### src/rtl/counter_pkg.sv
// Shared constants and helpers for the counter family (direction encoding, clog2).
package counter_pkg;

  localparam logic CNT_DOWN = 1'b0;
  localparam logic CNT_UP   = 1'b1;

  // Ceiling log2; clog2(1) == 0, callers clamp register widths to at least 1 bit.
  function automatic int unsigned clog2(input int unsigned value);
    int unsigned result;
    int unsigned rem;
    result = 0;
    rem    = (value > 0) ? value - 1 : 0;
    while (rem > 0) begin
      result = result + 1;
      rem    = rem >> 1;
    end
    return result;
  endfunction

endpackage

### src/rtl/counter_prescaler.sv
// Divides enabled cycles by PRESCALE: tick fires on the last phase of each period.
module counter_prescaler
  import counter_pkg::*;
#(
  parameter int PRESCALE = 1
) (
  input  logic clk,
  input  logic rst,
  input  logic en,
  input  logic restart,
  output logic tick
);

  localparam int PW = (PRESCALE > 1) ? int'(clog2(PRESCALE)) : 1;
  localparam logic [PW-1:0] LAST = PW'(PRESCALE - 1);

  logic [PW-1:0] phase;

  // PRESCALE==1 keeps phase pinned at 0, so tick degenerates to en.
  assign tick = en && (phase == LAST);

  // NOTE: reset is sampled inside the clocked block (synchronous) and all state uses <=.
  always_ff @(posedge clk) begin
    if (!rst) begin
      phase <= '0;
    end else if (restart) begin
      phase <= '0;
    end else if (en) begin
      phase <= (phase == LAST) ? '0 : phase + 1'b1;
    end
  end

endmodule

### src/rtl/counter_updown_mod.sv
// Modulo-MODULUS up/down counter with prescaler, clear/load and terminal-count pulse.
// Optional saturation mode (ports sat/sat_hit) is built when COUNTER_SAT_EN is defined.
module counter_updown_mod
  import counter_pkg::*;
#(
  parameter int WIDTH    = 8,
  parameter int MODULUS  = 256,
  parameter int PRESCALE = 1
) (
  input  logic             clk,
  input  logic             rst,
  input  logic             en,
  input  logic             up_dn,
  input  logic             clr,
  input  logic             load,
  input  logic [WIDTH-1:0] load_val,
`ifdef COUNTER_SAT_EN
  input  logic             sat,
  output logic             sat_hit,
`endif
  output logic [WIDTH-1:0] count,
  output logic             tc
);

  if (MODULUS < 2 || MODULUS > (2 ** WIDTH)) begin : g_bad_modulus
    $error("counter_updown_mod: MODULUS must be in 2..2**WIDTH");
  end
  if (PRESCALE < 1) begin : g_bad_prescale
    $error("counter_updown_mod: PRESCALE must be >= 1");
  end

  localparam logic [WIDTH-1:0] MAX = WIDTH'(MODULUS - 1);

  logic             tick;
  logic             at_limit;
  logic             blocked;
  logic [WIDTH-1:0] stepped;

  counter_prescaler #(
    .PRESCALE (PRESCALE)
  ) u_prescaler (
    .clk     (clk),
    .rst     (rst),
    .en      (en),
    .restart (clr | load),
    .tick    (tick)
  );

  // Wrap is detected by explicit compare so non-power-of-two moduli work.
  assign at_limit = (up_dn == CNT_UP) ? (count == MAX) : (count == '0);
  assign stepped  = (up_dn == CNT_UP) ? (at_limit ? '0  : count + 1'b1)
                                      : (at_limit ? MAX : count - 1'b1);

`ifdef COUNTER_SAT_EN
  assign blocked = sat && at_limit;

  always_ff @(posedge clk) begin
    if (!rst) begin
      sat_hit <= 1'b0;
    end else if (clr || load) begin
      sat_hit <= 1'b0;
    end else if (tick && blocked) begin
      sat_hit <= 1'b1;
    end
  end
`else
  assign blocked = 1'b0;
`endif

  always_ff @(posedge clk) begin
    if (!rst) begin
      count <= '0;
      tc    <= 1'b0;
    end else if (clr) begin
      count <= '0;
      tc    <= 1'b0;
    end else if (load) begin
      count <= (load_val > MAX) ? MAX : load_val;
      tc    <= 1'b0;
    end else if (tick && !blocked) begin
      count <= stepped;
      tc    <= at_limit;
    end else begin
      tc    <= 1'b0;
    end
  end

endmodule

### config.mk
export PLATFORM = sky130hd
export DESIGN_NAME = counter_updown_mod
export DESIGN_NICKNAME = d
export VERILOG_FILES = /design/src/rtl/counter_pkg.sv /design/src/rtl/counter_prescaler.sv /design/src/rtl/counter_updown_mod.sv
export SDC_FILE = /design/constraint.sdc
export NUM_CORES = 1
export LEC_CHECK = 0
export CAP_MARGIN = 20
export CORE_MARGIN = 2
export CORE_UTILIZATION = 45
export DETAILED_ROUTE_END_ITERATION = 8
export PLACE_DENSITY = 0.75
export SLEW_MARGIN = 10
export SYNTH_ARGS = -nofsm -noshare
export SYNTH_HDL_FRONTEND = slang
export SYNTH_SLANG_ARGS = --single-unit
### constraint.sdc
create_clock -name clk -period 3.17 [get_ports clk]
set_input_delay 0.634 -clock clk [delete_from_list [all_inputs] [get_ports clk]]
set_output_delay 0.634 -clock clk [all_outputs]
set_load 0.01 [all_outputs]
==> results by group <==
Placed design
  • IO buf count: 22
  • DP HPWL: 1702 um
  • Setup WS pre-CTS: 687.3 ps
  • Final Wtd Congestion: between 0.8 and 0.9
  • Dpl cells: around 150

Logic synthesis
  • Cell area after synthesis: 905.9 sq um
  • Yosys Warn Count: 0
  • Ys flop type: dfxtp_1
  • Avg Cell Area, Syn: just over 8 sq um
  • Ys async rst share: 0%
  • Mapped Cells: 110
  • Number of flops mapped to enable cells by yosys: 0
  • Synth top area share: between 10% and 20%
  • Yosys top cell by area: dfxtp_1
  • Sequential area share after synthesis: 19.89%
  • Synth top area cells: dfxtp_1, a21oi_1, ha_1, nor3b_1, o211ai_1
  • Number of distinct library cells after synthesis: 45
  • Yosys reg bits: 9
  • Post-Syn Nets: 127

Worst setup path
  • Crit path arrival time: 1610 ps
  • CP max stage cell: dfxtp_1
  • Worst Setup Path Type: reg2out
  • Startpoint types: flop
  • Crit path buf inv count: 1
  • Max stage delay on crit path: approximately 700 ps
  • R2R Path Start: count[0]
  • Critical path origin: count[2]
  • Endpoint class of the critical path: primary output
  • Worst reg2reg setup slack: about 1300 ps
  • FF-to-FF End: count[4]
  • Critical path depth in cells: 1
  • Delay-heaviest family, CP: flip-flops
  • Crit-path max FO: 13
  • Worst r2r path cells: 6
  • Crit path capture: count[2]
  • Required @ worst endpoint: 2540 ps
  • Critical path, cell by cell: clkdlybuf4s50_1

Drt
  • DRT antenna net count: 0
  • Via Count: 990
  • Number of vias per cell: 6.387
  • DRC: 0
  • WL final: 2534 um
  • DR WL/cell: 16.35 um
  • Pre-antenna DRT Iters: 4
  • Initial DRC Count: 36

Timing
  • Worst Skew: 8.771 ps
  • Final Setup Violations: 0
  • Worst slew pin tran: 574.8 ps
  • Tcrit/Tclk final: 70.80%
  • Setup ws final: ~930 ps
  • Setup TNS: 0 ps
  • Minimum clock period: 2244 ps
  • Slew Limit Fails: 0
  • Final hold vios: 0
  • Max transition margin: 61.63%
  • Fin Hold WS: between 700 and 800 ps
  • RSZ-0062 raised after global routing: no
  • Fmax: 445.6 MHz

Floorplan
  • Initial Util: 47.14%
  • Core box area: a little under 2000 sq um
  • Die H: 48.87 um
  • Die width: about 49 um
  • I/O pins: 23
  • Placement Rows: 16
  • Die area: 2388 sq um

Clocking
  • CTS Hold Bufs: 0
  • Clock Tree Root: clkbuf_4
  • Clock-pin slew on the worst setup and hold paths: 80 ps
  • Cts repair resizes: 0
  • TritonCTS Buffers: 3
  • H-tree depth: 1
  • Clk sinks: 9
  • Post-CTS repair timing setup buffer count: 0
  • Bufs on Longest Clock Path: 2
  • CTS tree: yes
  • Worst skew pair latency: roughly 280 ps

Layout
  • Share of cells above drive strength 1: 10.94%
  • Nets: 146
  • Fill count: ~180
  • Commonest non-fill, non-tap cell in the layout: clkdlybuf4s50_1
  • Ant diodes: 0
  • Layout area overhead: 26.11%
  • Post-Layout Cell Count: around 160
  • Commonest cells after routing, fill and taps aside: clkdlybuf4s50_1, a21oi_1, dfxtp_1

GRT
  • Largest net degree at the start of global routing: 19
  • Initial antenna violation count: 0
  • First-pass GRT wire length: 4326 um
  • Total grt overflow: 0
  • Total GRT Usage: roughly a quarter
  • Vias in the first global route: 918

Worst hold path
  • Worst Hold Class: reg2reg
  • Hold path startpoint: count[6]

Power
  • Worst IR Drop VDD: 0.2113 mV
  • Leakage dissipation: 0.3922 nW
  • Final Power: 0.3443 mW
  • Power per cell area: about 300 nW/um^2

Status
  • Status: finished clean

Job
  • Max-cap violations: 0
flip-flops by register name (all words and copies together), names as in the netlist:
| register | cells |
|---|---|
| count | 8 |
| tc | 1 |
cells in the mapped netlist (3+ instances only):
cell,n
a21oi_1,12
dfxtp_1,9
nand3_1,7
buf_2,5
inv_1,5
nand2_1,5
nor3b_1,5
o211ai_1,5
xor2_1,4
a31oi_1,3
ha_1,3
nand2b_1,3
nor3_1,3
stage by stage:
step,util [%],area (sq um)
3_3_place_gp,58.07,1116
6_report,59.44,1142
2_1_floorplan,-,905.9
5_1_grt,59.44,1142
3_5_place_dp,58.07,1116
4_1_cts,59.44,1142
area by class of cell:
| class | count | area [sq um] | area share, % |
|---|---|---|---|
| Clock buffer | 4 | 26.28 | 2.300 |
| Inverter | 5 | 18.77 | 1.643 |
| Multi-Input combinational cell | 86 | 648.1 | 56.74 |
| Sequential cell | 9 | 180.2 | 15.77 |
| Tap cell | 27 | 33.78 | 2.957 |
| Timing Repair Buffer | 24 | 235.2 | 20.59 |
metal layers:
| layer | global-route usage [%] | routed length, um |
|---|---|---|
| met1 | 30.57 | 1002 |
| met2 | 37.21 | 1214 |
| met3 | 5.215 | 252 |
| met4 | 10.95 | 63 |
| met5 | 0 | 0 |
cell families (layout without fill, tap and decap cells):
| family | count (synthesis) | count (layout) | share of synthesized area (%) |
|---|---|---|---|
| buf+inv | 15 | 33 | 8.563 |
| xor+xnor | 6 | 6 | 5.801 |
| simple gates | 40 | 40 | 32.04 |
| mux | 1 | 1 | 1.105 |
| fa+ha+maj | 3 | 3 | 4.144 |
| flops | 9 | 9 | 19.89 |
| compound gates | 36 | 36 | 28.46 |
worst min-delay path by stage:
stage,end,slack [ps],depth (start not counted)
3_5_place_dp,count[6],760,3
6_report,count[6],780,3
2_1_floorplan,count[6],700,3
3_3_place_gp,tc,750,2
5_1_grt,count[6],850,3
4_1_cts,count[6],770,3
power by group:
| part | leakage [nW] | internal [mW] | switching [mW] |
|---|---|---|---|
| clock | 0.0150 | 0.0489 | 0.0530 |
| sequential | 0.0735 | 0.118 | 0.0178 |
| combinational | 0.304 | 0.0572 | 0.0491 |
| total | 0.392 | 0.224 | 0.120 |
Note: power is estimated with default switching activity, not from simulation.
